**src/rtl/mem_access_pkg.sv**
```systemverilog
// ============================================================================
// Module      : mem_access_pkg
// Description : Shared types, FSM state encoding and legal byte-enable patterns
//               for the memory access unit.
// Revision    : 1.0 - initial release
// ============================================================================
`default_nettype none

package mem_access_pkg;

    typedef logic [31:0] addr_t;
    typedef logic [31:0] data_t;

    typedef enum logic [1:0] {
        ST_IDLE  = 2'd0,
        ST_ISSUE = 2'd1,
        ST_WAIT  = 2'd2,
        ST_RESP  = 2'd3
    } state_e;

    localparam logic [3:0] BE_LANE0   = 4'b0001;
    localparam logic [3:0] BE_LANE1   = 4'b0010;
    localparam logic [3:0] BE_LANE2   = 4'b0100;
    localparam logic [3:0] BE_LANE3   = 4'b1000;
    localparam logic [3:0] BE_HALF_LO = 4'b0011;
    localparam logic [3:0] BE_HALF_HI = 4'b1100;
    localparam logic [3:0] BE_WORD    = 4'b1111;

endpackage

`default_nettype wire

```
**src/rtl/mem_access_unit_if.sv**
```systemverilog
// ============================================================================
// Module      : mem_access_unit_if
// Description : Core request, bus command/response and core response signals.
// Revision    : 1.0 - initial release
// ============================================================================
`default_nettype none

interface mem_access_unit_if;
    import mem_access_pkg::*;

    logic       req_valid;
    logic       req_write;
    addr_t      req_addr;
    logic [3:0] req_byte_en;
    data_t      req_wdata;
    logic       req_ready;

    logic       bus_valid;
    logic       bus_write;
    addr_t      bus_addr;
    logic [3:0] bus_be;
    data_t      bus_wdata;
    logic       bus_ready;
    logic       bus_rsp_valid;
    data_t      bus_rdata;

    logic       rsp_valid;
    data_t      rsp_rdata;
    addr_t      rsp_addr;
    logic       rsp_error;
    logic       busy;

    // The unit itself: serves core requests and masters the memory bus.
    modport slave (
        input  req_valid, req_write, req_addr, req_byte_en, req_wdata,
        output req_ready,
        output bus_valid, bus_write, bus_addr, bus_be, bus_wdata,
        input  bus_ready, bus_rsp_valid, bus_rdata,
        output rsp_valid, rsp_rdata, rsp_addr, rsp_error, busy
    );

    modport master (
        output req_valid, req_write, req_addr, req_byte_en, req_wdata,
        input  req_ready,
        input  bus_valid, bus_write, bus_addr, bus_be, bus_wdata,
        output bus_ready, bus_rsp_valid, bus_rdata,
        input  rsp_valid, rsp_rdata, rsp_addr, rsp_error, busy
    );

endinterface

`default_nettype wire

```
**src/rtl/mem_access_unit_be_check.sv**
```systemverilog
// ============================================================================
// Module      : mem_be_check
// Description : Combinational legality check of byte enables against the
//               byte offset of the access.
// Revision    : 1.0 - initial release
// ============================================================================
`default_nettype none

module mem_be_check
    import mem_access_pkg::*;
(
    input  wire logic [1:0] addr_i,
    input  wire logic [3:0] byte_en_i,
    output logic            legal_o
);

    always_comb begin
        legal_o = 1'b0;
        case (byte_en_i)
            BE_LANE0:   legal_o = (addr_i == 2'd0);
            BE_LANE1:   legal_o = (addr_i == 2'd1);
            BE_LANE2:   legal_o = (addr_i == 2'd2);
            BE_LANE3:   legal_o = (addr_i == 2'd3);
            BE_HALF_LO: legal_o = (addr_i == 2'd0);
            BE_HALF_HI: legal_o = (addr_i == 2'd2);
            BE_WORD:    legal_o = (addr_i == 2'd0);
            default:    legal_o = 1'b0;
        endcase
    end

endmodule

`default_nettype wire

```
**src/rtl/mem_access_unit.sv**
```systemverilog
// ============================================================================
// Module      : mem_access_unit
// Description : Single-outstanding load/store bridge from the core to a
//               word-addressed bus with response timeout and registered outputs.
// Revision    : 1.0 - initial release
// ============================================================================
`default_nettype none

module mem_access_unit
    import mem_access_pkg::*;
#(
    parameter int unsigned TIMEOUT_CYCLES = 255
)(
    input  wire logic       clk,
    input  wire logic       reset,
    mem_access_unit_if.slave mif
);

    localparam logic [15:0] c_TIMEOUT_LAST = 16'(TIMEOUT_CYCLES - 1);

    state_e      state_q;
    logic [15:0] cnt_q;
    logic        req_ready_q;
    logic        busy_q;
    logic        bus_valid_q;
    logic        bus_write_q;
    addr_t       bus_addr_q;
    logic [3:0]  bus_be_q;
    data_t       bus_wdata_q;
    logic        rsp_valid_q;
    data_t       rsp_rdata_q;
    addr_t       rsp_addr_q;
    logic        rsp_error_q;
    logic        w_be_legal;

    mem_be_check u_be_check (
        .addr_i    (mif.req_addr[1:0]),
        .byte_en_i (mif.req_byte_en),
        .legal_o   (w_be_legal)
    );

    assign mif.req_ready = req_ready_q;
    assign mif.busy      = busy_q;
    assign mif.bus_valid = bus_valid_q;
    assign mif.bus_write = bus_write_q;
    assign mif.bus_addr  = bus_addr_q;
    assign mif.bus_be    = bus_be_q;
    assign mif.bus_wdata = bus_wdata_q;
    assign mif.rsp_valid = rsp_valid_q;
    assign mif.rsp_rdata = rsp_rdata_q;
    assign mif.rsp_addr  = rsp_addr_q;
    assign mif.rsp_error = rsp_error_q;

    always_ff @(posedge clk or posedge reset) begin
        if (reset) begin
            state_q     <= ST_IDLE;
            cnt_q       <= 16'd0;
            req_ready_q <= 1'b1;
            busy_q      <= 1'b0;
            bus_valid_q <= 1'b0;
            bus_write_q <= 1'b0;
            bus_addr_q  <= '0;
            bus_be_q    <= 4'd0;
            bus_wdata_q <= '0;
            rsp_valid_q <= 1'b0;
            rsp_rdata_q <= '0;
            rsp_addr_q  <= '0;
            rsp_error_q <= 1'b0;
        end else begin
            case (state_q)
                ST_IDLE: begin
                    if (mif.req_valid) begin
                        req_ready_q <= 1'b0;
                        busy_q      <= 1'b1;
                        rsp_addr_q  <= mif.req_addr;
                        bus_write_q <= mif.req_write;
                        bus_addr_q  <= {mif.req_addr[31:2], 2'b00};
                        bus_be_q    <= mif.req_byte_en;
                        bus_wdata_q <= mif.req_wdata;
                        if (w_be_legal) begin
                            state_q     <= ST_ISSUE;
                            bus_valid_q <= 1'b1;
                        end else begin
                            state_q     <= ST_RESP;
                            rsp_valid_q <= 1'b1;
                            rsp_error_q <= 1'b1;
                            rsp_rdata_q <= '0;
                        end
                    end
                end
                ST_ISSUE: begin
                    if (mif.bus_ready) begin
                        bus_valid_q <= 1'b0;
                        cnt_q       <= 16'd0;
                        // A response in the handshake cycle itself skips WAIT.
                        if (mif.bus_rsp_valid) begin
                            state_q     <= ST_RESP;
                            rsp_valid_q <= 1'b1;
                            rsp_error_q <= 1'b0;
                            rsp_rdata_q <= bus_write_q ? '0 : mif.bus_rdata;
                        end else begin
                            state_q <= ST_WAIT;
                        end
                    end
                end
                ST_WAIT: begin
                    if (mif.bus_rsp_valid) begin
                        state_q     <= ST_RESP;
                        rsp_valid_q <= 1'b1;
                        rsp_error_q <= 1'b0;
                        rsp_rdata_q <= bus_write_q ? '0 : mif.bus_rdata;
                    end else if (cnt_q == c_TIMEOUT_LAST) begin
                        state_q     <= ST_RESP;
                        rsp_valid_q <= 1'b1;
                        rsp_error_q <= 1'b1;
                        rsp_rdata_q <= '0;
                    end else begin
                        cnt_q <= cnt_q + 16'd1;
                    end
                end
                ST_RESP: begin
                    state_q     <= ST_IDLE;
                    rsp_valid_q <= 1'b0;
                    req_ready_q <= 1'b1;
                    busy_q      <= 1'b0;
                    cnt_q       <= 16'd0;
                end
                default: begin
                    state_q <= ST_IDLE;
                end
            endcase
        end
    end

endmodule

`default_nettype wire

```
**src/flat_wrapper.sv**
```systemverilog
// flat-port wrapper written by rule: the top's interface ports become plain ports
module mem_access_unit_flat import mem_access_pkg::*;
#(
    parameter int unsigned TIMEOUT_CYCLES = 255
)
  (clk, reset, mif_req_valid, mif_req_write, mif_req_addr, mif_req_byte_en, mif_req_wdata, mif_req_ready, mif_bus_valid, mif_bus_write, mif_bus_addr, mif_bus_be, mif_bus_wdata, mif_bus_ready, mif_bus_rsp_valid, mif_bus_rdata, mif_rsp_valid, mif_rsp_rdata, mif_rsp_addr, mif_rsp_error, mif_busy);
  mem_access_unit_if mif_i ();
  input  wire logic clk;
  input  wire logic reset;
  input wire logic [$bits(mif_i.req_valid)-1:0] mif_req_valid;
  input wire logic [$bits(mif_i.req_write)-1:0] mif_req_write;
  input wire logic [$bits(mif_i.req_addr)-1:0] mif_req_addr;
  input wire logic [$bits(mif_i.req_byte_en)-1:0] mif_req_byte_en;
  input wire logic [$bits(mif_i.req_wdata)-1:0] mif_req_wdata;
  output wire logic [$bits(mif_i.req_ready)-1:0] mif_req_ready;
  output wire logic [$bits(mif_i.bus_valid)-1:0] mif_bus_valid;
  output wire logic [$bits(mif_i.bus_write)-1:0] mif_bus_write;
  output wire logic [$bits(mif_i.bus_addr)-1:0] mif_bus_addr;
  output wire logic [$bits(mif_i.bus_be)-1:0] mif_bus_be;
  output wire logic [$bits(mif_i.bus_wdata)-1:0] mif_bus_wdata;
  input wire logic [$bits(mif_i.bus_ready)-1:0] mif_bus_ready;
  input wire logic [$bits(mif_i.bus_rsp_valid)-1:0] mif_bus_rsp_valid;
  input wire logic [$bits(mif_i.bus_rdata)-1:0] mif_bus_rdata;
  output wire logic [$bits(mif_i.rsp_valid)-1:0] mif_rsp_valid;
  output wire logic [$bits(mif_i.rsp_rdata)-1:0] mif_rsp_rdata;
  output wire logic [$bits(mif_i.rsp_addr)-1:0] mif_rsp_addr;
  output wire logic [$bits(mif_i.rsp_error)-1:0] mif_rsp_error;
  output wire logic [$bits(mif_i.busy)-1:0] mif_busy;
  assign mif_i.req_valid = mif_req_valid;
  assign mif_i.req_write = mif_req_write;
  assign mif_i.req_addr = mif_req_addr;
  assign mif_i.req_byte_en = mif_req_byte_en;
  assign mif_i.req_wdata = mif_req_wdata;
  assign mif_req_ready = mif_i.req_ready;
  assign mif_bus_valid = mif_i.bus_valid;
  assign mif_bus_write = mif_i.bus_write;
  assign mif_bus_addr = mif_i.bus_addr;
  assign mif_bus_be = mif_i.bus_be;
  assign mif_bus_wdata = mif_i.bus_wdata;
  assign mif_i.bus_ready = mif_bus_ready;
  assign mif_i.bus_rsp_valid = mif_bus_rsp_valid;
  assign mif_i.bus_rdata = mif_bus_rdata;
  assign mif_rsp_valid = mif_i.rsp_valid;
  assign mif_rsp_rdata = mif_i.rsp_rdata;
  assign mif_rsp_addr = mif_i.rsp_addr;
  assign mif_rsp_error = mif_i.rsp_error;
  assign mif_busy = mif_i.busy;
  mem_access_unit #(.TIMEOUT_CYCLES(TIMEOUT_CYCLES)) u_core (.clk(clk), .reset(reset), .mif(mif_i));
endmodule
```
**config.mk**
```make
export PLATFORM = sky130hd
export DESIGN_NAME = mem_access_unit_flat
export DESIGN_NICKNAME = d
export VERILOG_FILES = /design/src/rtl/mem_access_pkg.sv /design/src/rtl/mem_access_unit_if.sv /design/src/rtl/mem_access_unit_be_check.sv /design/src/rtl/mem_access_unit.sv /design/src/flat_wrapper.sv
export SDC_FILE = /design/constraint.sdc
export NUM_CORES = 1
export LEC_CHECK = 0
export CORE_UTILIZATION = 43
export DETAILED_ROUTE_END_ITERATION = 8
export GPL_TIMING_DRIVEN = 0
export PLACE_DENSITY_LB_ADDON = 0.3
export SLEW_MARGIN = 20
export SYNTH_ARGS = -nofsm -noshare
export SYNTH_HDL_FRONTEND = slang
export SYNTH_SLANG_ARGS = --single-unit
```
**constraint.sdc**
```tcl
create_clock -name clk -period 4.3 [get_ports clk]
set_clock_uncertainty 0.2 [all_clocks]
set_input_delay 0.43 -clock clk [delete_from_list [all_inputs] [get_ports clk]]
set_output_delay 0.43 -clock clk [all_outputs]
set_load 0.05 [all_outputs]
```
==> flow_summary_export.csv, run 1 <==
group,metric,value,unit
layout,regArea,3100,µm²
sta,rsz0062_at_grt,"no",
grt,grt_pass1_vias,4804,
clock_network,post_cts_buffers,0,
route,drc,0,
critical_path,cp.arrival,2930,ps
clock_network,ctsHoldBuffers,0,
yosys,syn_inst,476,
route,drt_first_pass_iters,4,
die,num_rows,41,
layout,fillers,918,
placed_design,dp_hpwl,11.5,mm
clock_network,clk_pin_slew,50,ps
clock_network,h-tree-depth,4,
layout,finalNetCount,851,
route,wire_per_inst,16.8,µm
layout,diodes,0,
sta,max_freq,357,MHz
clock_network,clk_latency,410,ps
grt,grt_use_total,0.232,
die,die_area,13700,µm²
sta,final.period_utilization,0.652,
grt,grt_pass1_wl,23.5,mm
die,die_y,117,µm
die,core_area,12800,µm²
placed_design,portBuffers,241,
hold_path,hold_path_class,"primary input to async pin",
status,run_status,"completed",
layout,area_growth,56.1,%
yosys,synth_cell_types,46,
die,die_x,117,µm
clock_network,cts_buffers,17,
die,start_util,0.445,
sta,report.final.slew_viol_count,0,
yosys,yosysWarnings,0,
clock_network,cts-root-buf,"clkbuf_16",
clock_network,clkSinkCount,124,
route,viasPerCell,4.94,
sta,final-hold-violation-count,0,
run,maxCapViolCount,0,
critical_path,crit_fanout,10,
clock_network,cts_max_path_buffers,2,
yosys,syn_area,5680,µm²
route,totalWireLength,15.4,mm
critical_path,worstSetupPathType,"register to register",
grt,antenna_found_initial,0,
clock_network,cts_tree,"built",
sta,relSlewSlack,0.530,
sta,worstMarginPinSlew,688,ps
route,drt_iter0_drc,162,
yosys,synth-edff-count,0,
die,io_pins,244,
critical_path,critPathRequiredTime,4430,ps
sta,setup_viol,0,
yosys,ys_seq_area_frac,0.546,
sta,fin_crit,2800,ps
grt,grt_max_degree,70,
route,ant_nets,0,
yosys,synthArstFlopShare,1.00,
placed_design,routabilityCongestion,0.813,
sta,whs,253,ps
critical_path,startpoint_type,"register",
layout,multi_input_area,2080,µm²
route,dr_total_vias,4537,
yosys,synth_seq_cells,124,
grt,grt.overflow.total,0,
layout,drive_gt1_frac,0.185,
clock_network,cts_resized,0,
yosys,syn_area_per_cell,11.9,µm²
critical_path,endpoint_kind,"register",
yosys,ys.flop_type,"dfrtp_1",
## state kept, by name, indices dropped and copies added (netlist names)
register and cells:
u_core.cnt_q 16, u_core.mif.bus_addr 1, u_core.mif.bus_be 4, u_core.mif.bus_valid 1, u_core.mif.bus_wdata 32, u_core.mif.bus_write 1
u_core.mif.busy 1, u_core.mif.req_ready 1, u_core.mif.rsp_addr 31, u_core.mif.rsp_error 1, u_core.mif.rsp_rdata 32, u_core.mif.rsp_valid 1
u_core.state_q 2
## cell type report
class / instances / share of cell area
Buffer: 50 / 0.0374
Clock buffer: 24 / 0.0543
Clock inverter: 3 / 0.00452
Inverter: 44 / 0.0192
Multi-Input combinational cell: 259 / 0.235
Sequential cell: 124 / 0.350
Tap cell: 172 / 0.0243
Timing Repair Buffer: 242 / 0.275
## logic make-up (layout without fill, tap and decap cells)
| family | count (synthesis) | after routing | synth area share |
|---|---|---|---|
| multiplexers | 104 | 104 | 0.199 |
| other | 1 | 2 | 0.000660 |
| flip-flops | 124 | 124 | 0.546 |
| adder cells (fa/ha/maj) | 7 | 7 | 0.0154 |
| XOR/XNOR | 6 | 6 | 0.00925 |
| AO/OA/AOI/OAI | 47 | 47 | 0.0575 |
| AND/OR/NAND/NOR | 93 | 93 | 0.0846 |
| buffers and inverters | 94 | 363 | 0.0874 |
## per-stage QoR
stage	std cells	TNS (ps)	instance area [µm²]	setup WS (ps)	util
finish	918	0	8870	1500	0.694
detailed placement	891	0	8350	1360	0.653
CTS	918	0	8870	1470	0.694
global route	918	0	8870	1380	0.694
floorplan	477	0	5690	372	-
global placement	890	-166190	8310	-1360	0.651
## cell usage after synthesis, drive strengths merged (2+ instances only)
master   count  share of area
dfrtp      123           0.54
mux2        71           0.14
inv         44          0.029
nand2       40          0.026
buf         36          0.049
mux2i       33          0.058
clkbuf      14         0.0092
nor2        14         0.0092
o21ai       11          0.010
a21oi        9         0.0079
a2111oi      7          0.011
ha           7          0.015
nand3        7         0.0062
or3          7         0.0077
xnor2        6         0.0092
nand2b       5         0.0055
nand4        4         0.0044
a21o         3         0.0040
a31oi        3         0.0033
and2         3         0.0033
and3         3         0.0033
nor2b        3         0.0033
a41o         2         0.0035
nand3b       2         0.0026
nor4         2         0.0075
## metal layers
metal / GRT usage / part of all wire / up-vias
li1: - / - / 2111
met1: 0.238 / 0.36 / 2197
met2: 0.402 / 0.51 / 197
met3: 0.106 / 0.10 / 32
met4: 0.111 / 0.028 / 0
met5: 0 / 0 / -
## final timing paths
path / depth (start not counted) / from / end / slack [ps]
hold / removal: 2 / reset / u_core.mif.rsp_addr[10] / 250
setup / recovery: 6 / u_core.cnt_q[8] / u_core.mif.rsp_rdata[20] / 1500
hold reg to reg: 1 / u_core.mif.rsp_error / u_core.mif.rsp_error / 280
min in group clk: 1 / u_core.mif.rsp_error / u_core.mif.rsp_error / 280
max in group asynchronous: 3 / reset / u_core.mif.req_ready / 2890
setup reg to reg: 6 / u_core.cnt_q[8] / u_core.mif.rsp_rdata[20] / 1500
## worst max-delay path, stage by stage (launching register included)
cell	delay (ps)
dfrtp_1	420
or4_4	560
nor4_4	320
o21ai_2	180
nor4_4	570
buf_6	260
mux2i_1	210
## cells in the final DEF, fill, tap and decap left out, types with 2 or more instances in the layout
cell type / Yosys / final
dfrtp_1: 123 / 123
nand4_1: 4 / 4
xnor2_1: 6 / 6
and3_1: 3 / 3
clkinv_2: 0 / 2
a41o_1: 2 / 2
clkdlybuf4s50_1: 0 / 241
a21o_1: 3 / 3
nor2_1: 14 / 14
ha_1: 7 / 7
buf_4: 32 / 32
a31oi_1: 3 / 3
a21oi_1: 9 / 9
mux2i_1: 33 / 33
clkbuf_8: 0 / 3
a2111oi_0: 7 / 7
inv_1: 44 / 43
buf_6: 3 / 3
clkbuf_1: 14 / 18
nand2b_1: 5 / 5
and2_1: 3 / 3
nor4_4: 2 / 2
nor2b_1: 3 / 3
or3_1: 7 / 7
mux2_2: 70 / 70
clkbuf_16: 0 / 17
nand3_1: 7 / 7
o21ai_0: 10 / 10
nand2_1: 40 / 40
nand3b_1: 2 / 2
conb_1: 1 / 2
Power of run 1 is not shown: default switching activity piles up to over one toggle a cycle in this logic, so the estimate is an artifact.
==> run 2, diff against run 1 <==
Clock period 4.3 ns to 2.7 ns, I/O delays scaled along.
==> flow_summary_export.csv, run 2 (synthesized netlist as in run 1, its figures left out) <==
group,metric,value,unit
status,run_status,"completed",
critical_path,crit_fanout,10,
critical_path,crit_path_top_delay_cell,"a211o_2",
critical_path,endpoint_kind,"register",
sta,report.final.slew_viol_count,0,
layout,final_common_cell,"clkdlybuf4s50_1",
sta,relSlewSlack,0.538,
placed_design,routabilityCongestion,0.827,
clock_network,cts-root-buf,"clkbuf_16",
route,wire_per_inst,16.1,µm
route,totalWireLength,15.0,mm
route,dr_total_vias,4529,
critical_path,startpoint,"u_core.state_q[0]",
clock_network,h-tree-depth,4,
hold_path,min_to,"u_core.mif.rsp_rdata[8]",
die,start_util,0.445,
sta,rsz0062_at_grt,"no",
die,die_area,13700,µm²
grt,grt.overflow.total,0,
critical_path,cp_num_buf_inv,1,
layout,final_cell_mix,"clkdlybuf4s50_1 (241), dfrtp_1 (123), mux2_2 (70)",
layout,area_growth,59.4,%
die,die_x,117,µm
critical_path,r2r_cells,7,
layout,drive_gt1_frac,0.208,
sta,max_freq,392,MHz
layout,regArea,3100,µm²
critical_path,cp_slowest_stage_delay,440,ps
critical_path,cpMostUsedCell,"or3_1",
layout,diodes,0,
die,io_pins,244,
clock_network,clk_latency,410,ps
critical_path,startpoint_type,"register",
layout,post-route-util,0.709,
route,drc,0,
critical_path,cp.arrival,2650,ps
clock_network,cts_max_path_buffers,2,
grt,grt_use_total,0.229,
sta,setup_viol,0,
sta,final.period_utilization,0.945,
clock_network,cts_buffers,17,
layout,finalNetCount,856,
route,ant_nets,0,
route,viasPerCell,4.88,
critical_path,critPathRequiredTime,2800,ps
critical_path,reg2reg_slack,150,ps
die,core_area,12800,µm²
clock_network,clkSinkCount,124,
critical_path,cp_cell_sequence,"inv_1 -> ha_1 -> or3_1 -> nand3_1 -> a211o_2 -> or3_1 -> mux2_2",
grt,antenna_found_initial,0,
critical_path,path_delay_family,"simple AND/OR/NAND/NOR gates",
clock_network,clk_pin_slew,50,ps
grt,grt_pass1_vias,4786,
sta,worstMarginPinSlew,688,ps
layout,multi_input_area,2090,µm²
grt,grt_max_degree,36,
layout,fillers,898,
sta,fin_crit,2550,ps
route,drt_first_pass_iters,4,
die,num_rows,41,
hold_path,hp-start,"mif_bus_rdata[8]",
hold_path,hold_path_class,"primary input to register",
die,die_y,117,µm
critical_path,worstSetupPathType,"register to register",
run,maxCapViolCount,0,
placed_design,portBuffers,241,
clock_network,cts_tree,"built",
placed_design,dp_hpwl,11.5,mm
critical_path,rr_startpoint,"u_core.state_q[0]",
sta,final-hold-violation-count,0,
critical_path,r2r-end,"u_core.cnt_q[15]",
route,drt_iter0_drc,125,
hold_path,whs_path_depth,3,
grt,grt_pass1_wl,23.2,mm
run 2: changes by cell type in the layout (fill, tap and decap cells not counted):
cell / previous run / this run
a211o_2: 0 / 1
clkinvlp_4: 0 / 5
clkinv_4: 0 / 1
clkbuf_2: 0 / 7
inv_6: 1 / 0
clkbuf_1: 18 / 9
bufinv_16: 1 / 3
dlygate4sd3_1: 0 / 1
a211o_1: 1 / 0
buf_12: 0 / 4
run 2: worst reg2reg max path, delay by kind of cell, from the launching register on:
family,cells,cell delay [ps]
DFF,1,420
AOI/OAI and AO/OA,1,440
buffers and inverters,1,140
and+or+nand+nor,3,720
adders and majority gates,1,250
muxes,1,270
run 2: how the worst max path moves through the flow:
stage                         endpoint  slack (ps)  depth (start not counted)
2_1_floorplan     u_core.mif.rsp_error         240                          5
3_3_place_gp      u_core.mif.rsp_valid        -430                          2
3_5_place_dp   u_core.mif.rsp_rdata[0]        -250                          7
4_1_cts        u_core.mif.rsp_rdata[0]          20                          7
5_1_grt        u_core.mif.rsp_rdata[0]          10                          8
6_report              u_core.cnt_q[15]         150                          7
run 2: final cells by class:
cell class,count,share of cell area
tap,172,0.0238
buffer,50,0.0376
timing repair buffer,247,0.279
clock inverter,10,0.0153
inverter,44,0.0186
clock buffer,22,0.0524
multi-input combinational,259,0.230
sequential,124,0.343
run 2: metrics by stage:
stage | hold WS (ps) | instances | area [µm²] | setup TNS [ps] | setup WS (ps)
global route | 200 | 928 | 9060 | 0 | 10.8
floorplan | 208 | 477 | 5690 | 0 | 240
finish | 205 | 928 | 9060 | 0 | 150
detailed placement | 284 | 894 | 8400 | -6320 | -247
global placement | 270 | 890 | 8320 | -54480 | -431
CTS | 196 | 928 | 9050 | 0 | 18.5
run 2: per-layer routing:
| layer | up-vias | GRT usage | share of wire |
|---|---|---|---|
| met1 | 2205 | 0.233 | 0.35 |
| met5 | - | 0 | 0 |
| met2 | 174 | 0.404 | 0.52 |
| li1 | 2124 | - | - |
| met3 | 26 | 0.0994 | 0.094 |
| met4 | 0 | 0.106 | 0.028 |
run 2: timing repair:
item | in CTS | in global routing
hold buffers | 1 | 0
endpoints found under the hold margin | 7 | 0
setup endpoints to repair | 41 | 92
setup buffers | 1 | 0
pin swaps | 1 | 1
resized for setup | 1 | 13
Power of run 2 is left out for the same reason.
==> run 3, diff against run 2 <==
Settings changed: CORE_UTILIZATION 43 to 55, CTS_CLUSTER_SIZE from default to 40, DONT_BUFFER_PORTS from default to 1.
==> flow_summary_export.csv, run 3 (synthesized netlist as in run 1, its figures left out) <==
group,metric,value,unit
status,run_status,"completed",
sta,final.period_utilization,0.964,
sta,max_freq,384,MHz
critical_path,worstSetupPathType,"register to register",
layout,final_common_cell,"dfrtp_1",
sta,worstMarginPinSlew,698,ps
layout,area_growth,33.1,%
die,num_rows,36,
sta,relSlewSlack,0.534,
layout,multi_input_area,2100,µm²
placed_design,routabilityCongestion,0.830,
route,ant_nets,0,
grt,grt_use_met2,0.514,
hold_path,hold_path_class,"primary input to register",
die,die_area,10700,µm²
die,die_x,104,µm
critical_path,cp.arrival,2790,ps
clock_network,cts_tree,"built",
sta,final-hold-violation-count,0,
grt,grt_use_total,0.288,
layout,drive_gt1_frac,0.254,
grt,grt_use_met3,0.105,
critical_path,crit_fanout,10,
critical_path,critPathRequiredTime,2890,ps
clock_network,clk_latency,510,ps
grt,grt_pass1_wl,23.8,mm
route,wire_per_inst,19.8,µm
critical_path,startpoint_type,"register",
grt,grt_max_degree,34,
clock_network,h-tree-depth,4,
run,maxCapViolCount,0,
sta,setup_viol,0,
route,dr_total_vias,4160,
placed_design,portBuffers,0,
grt,grt.overflow.total,0,
sta,fin_crit,2600,ps
critical_path,endpoint_kind,"register",
grt,met1_usage,0.299,
route,totalWireLength,14.9,mm
die,start_util,0.573,
sta,final.setup.tns,0,ps
sta,rsz0062_at_grt,"yes",
sta,report.final.slew_viol_count,0,
grt,grt_pass1_vias,4670,
clock_network,clk_pin_slew,60,ps
clock_network,cts_max_path_buffers,2,
clock_network,cts-root-buf,"clkbuf_8",
grt,gr-max-usage-layer,"met2",
die,die_y,104,µm
route,viasPerCell,5.53,
route,drc,0,
sta,whs,79.8,ps
placed_design,dp_hpwl,9.22,mm
clock_network,clkSinkCount,124,
layout,finalNetCount,718,
route,drt_first_pass_iters,4,
layout,fillers,592,
die,core_area,9910,µm²
die,io_pins,244,
layout,final_cell_mix,"dfrtp_1 (123), dlygate4sd3_1 (105), mux2_2 (70)",
route,drt_iter0_drc,275,
clock_network,cts_buffers,17,
grt,antenna_found_initial,1,
layout,regArea,3100,µm²
[run 3: critical path, cell delays in order (launching register included)]
cell	delay (ps)
dfrtp_1	420
inv_1	140
ha_1	310
and2_1	160
clkbuf_1	360
clkbuf_1	490
mux2_2	410
[run 3: metal layers]
metal  vias up  wire [µm]
met4         0        448
met3        38       1180
li1       1848          -
met1      2069       5190
met2       205       8040
met5         -          0
[run 3: cell type report]
cell class	count	area share
sequential	124	0.411
multi-input combinational	259	0.278
tap	133	0.0220
clock buffer	19	0.0584
clock inverter	13	0.0159
buffer	50	0.0445
inverter	44	0.0223
timing repair buffer	109	0.148
antenna	1	0.000331
[run 3: worst paths after layout]
path	slack [ps]	startpoint	cells after the start	endpoint
worst max-delay path	100	u_core.state_q[1]	6	u_core.mif.rsp_addr[16]
worst min-delay path	80	mif_req_byte_en[2]	4	u_core.state_q[1]
worst max register to register	100	u_core.state_q[1]	6	u_core.mif.rsp_addr[16]
worst min register to register	370	u_core.cnt_q[3]	1	u_core.cnt_q[3]
max in group asynchronous	1240	reset	4	u_core.mif.req_ready
min in group asynchronous	150	reset	2	u_core.mif.rsp_addr[9]
[run 3: timing repair]
action	4_1_cts	5_1_grt
hold buffers	105	0
pin swaps	1	0
setup endpoints to repair	31	26
hold endpoints to repair	201	0
setup buffers	1	0
resized for setup	0	12
[run 3: per-stage QoR]
stage / utilization / area, µm² / std cells / worst slack (ps)
2_1_floorplan: - / 5690 / 477 / 240
3_3_place_gp: 0.591 / 5860 / 610 / -22.1
3_5_place_dp: 0.597 / 5920 / 613 / -70.3
4_1_cts: 0.760 / 7540 / 751 / 49.6
5_1_grt: 0.763 / 7560 / 752 / -11.9
6_report: 0.763 / 7560 / 752 / 95.9
Power of run 3 is left out for the same reason.
==> RTL change, RTL diff (flow settings as in run 3) <==
Encoding of `state_e`: now Gray code (2 bits for 4 states).
--- a/src/rtl/mem_access_pkg.sv
+++ b/src/rtl/mem_access_pkg.sv
@@ -13,8 +13,8 @@
 
     typedef enum logic [1:0] {
-        ST_IDLE  = 2'd0,
-        ST_ISSUE = 2'd1,
-        ST_WAIT  = 2'd2,
-        ST_RESP  = 2'd3
+        ST_IDLE  = 2'b00,
+        ST_ISSUE = 2'b01,
+        ST_WAIT  = 2'b11,
+        ST_RESP  = 2'b10
     } state_e;
 
Function: no difference found for any inputs over 4 cycles, from zero or initial values and one cycle with reset high; so few cycles prove little.
==> RTL change against run 3 <==
  * Final area up 0.83%
  * Critical endpoint is now u_core.mif.rsp_rdata[1]$_DFFE_PP0P_
  * Highest routed layer unchanged
  * Sequential cell count unchanged
  * Maximum frequency down 0.63%
  * Via count down 3.9%
  * Hold slack worse by 0.039 ns
  * First-iteration DRC count down 35%
  * Non-clock buffer count up 4
  * Critical path type unchanged
  * Routed wire length down 3.4%
  * Area after synthesis down 1.1%
  * Setup slack worse by 0.016 ns
==> RTL change: results (changes against run 3) <==
Slowest stage delay, CP: 0.56 ns (+0.07 ns)
Metal3 WL: 1.16 mm (-1.5%)
Placed cell count: 608 (-0.82%)
Fmax: 382 MHz (-0.63%)
Post-synthesis compound-gate area fraction: 3.07% (-2.7 points)
Met2 usage: 46.3% (-5.1 points)
WL met2: 7.54 mm (-6.2%)
Rel. slew slack: 55.4% (+2.1 points)
Hold worst-path end: u_core.state_q[1]$_DFFE_PP0P_
Crit path arrival time: 2.83 ns (+0.04 ns)
Via density: 5.34 (-3.5%)
Synth cell count leaders: dfrtp_1, mux2_2, nand2_1, inv_1, mux2i_1
Synth area leaders: dfrtp_1, mux2_2, mux2i_1
Vias in the first global route: 4128 (-12%)
Crit Path Max Fanout: 10 (unchanged)
Clock Latency Late Sink: 0.50 ns
Adder-cell share of the synthesized area: 1.56% (+0.017 points)
Family with the most delay on the worst path: simple AND/OR/NAND/NOR gates
WL met1: 5.35 mm (+3.1%)
Mux contribution to synthesized area: 20.4% (+0.56 points)
CTS Buf Count: 17 (unchanged)
Critical-path cell with the highest stage delay: or4_4
Pre-CTS WS: -0.0632 ns (+0.00709 ns)
FF-to-FF setup slack: 0.08 ns (-0.02 ns)
Global Route met1 Usage: 29.4% (-0.51 points)
HP Start: mif_bus_ready
All-Layer GR Usage: 26.4% (-2.4 points)
Largest net degree at the start of global routing: 29 (-15%)
GP Congestion: 0.795 (-4.3%)
Hold slack: 0.0411 ns (-0.0387 ns)
Placed wire-length estimate: 8.87 mm (-3.8%)
Hold_buf cts: 106 (+0.95%)
Met3 GRT Util: 9.36% (-1.2 points)
Nets: 716 (-0.28%)
Worst IR Drop VDD: 0.922 mV
Mapped Avg Cell Area: 12.0 µm² (+0.16%)
First-pass GRT wire length: 20.8 mm (-13%)
R2r worst-path depth: 8 (+2)
1st-pass router iterations: 4 (unchanged)
Sequential area share after synthesis: 55.2% (+0.61 points)
Status: completed
Post-Synth XOR/XNOR Area: 1.87% (+0.95 points)
Worst hold path cell count: 3 (-1)
Layout cell share with drive strength beyond 1: 25.2% (-0.20 points)
Top sig layer: met4
Clock-pin slew on the worst setup and hold paths: 0.06 ns (about the same)
Detailed Route Iter0 Violations: 179 (-35%)
Setup bufs post-CTS: 1 (unchanged)
Setup crit start: u_core.cnt_q[8]$_DFFE_PP0P_
Number of gates resized after cts: 2 (+2)
Hold crit path type: in2reg
Filler cell count: 552 (-6.8%)
Post-synth cell types: 38 (-17%)
Placed inst area: 5870 µm² (-0.72%)
Routed WL: 14.4 mm (-3.4%)
Critical path endpoint: u_core.mif.rsp_rdata[1]$_DFFE_PP0P_
Final Instance Count excl. Fillers: 749 (-0.40%)
==> RTL change: cell count changes after synthesis, moves of 4 or more <==
| cell | delta |
|---|---|
| xnor2_1 | -4 |
| nor2_1 | +10 |
| clkbuf_1 | -8 |
| nand2_1 | +6 |
| a2111oi_0 | -7 |
| buf_1 | +7 |
| or3_1 | -6 |
| xor2_1 | +10 |
==> RTL change: area by class of cell <==
cell class	instances	area, µm²	share of cell area (%)
clock buffer	18	428	5.61
timing repair buffer	113	1160	15.3
antenna	1	2.50	0.0328
sequential	124	3100	40.7
inverter	42	161	2.12
multi-input combinational	255	2040	26.7
clock inverter	13	193	2.53
tap	133	166	2.18
buffer	50	367	4.81
==> RTL change: power breakdown <==
part	internal [µW]	switching [µW]	leakage, µW
Clock	1530	823	0.000303
Sequential	2450	2740	0.00156
Combinational	1310	1770	0.00150
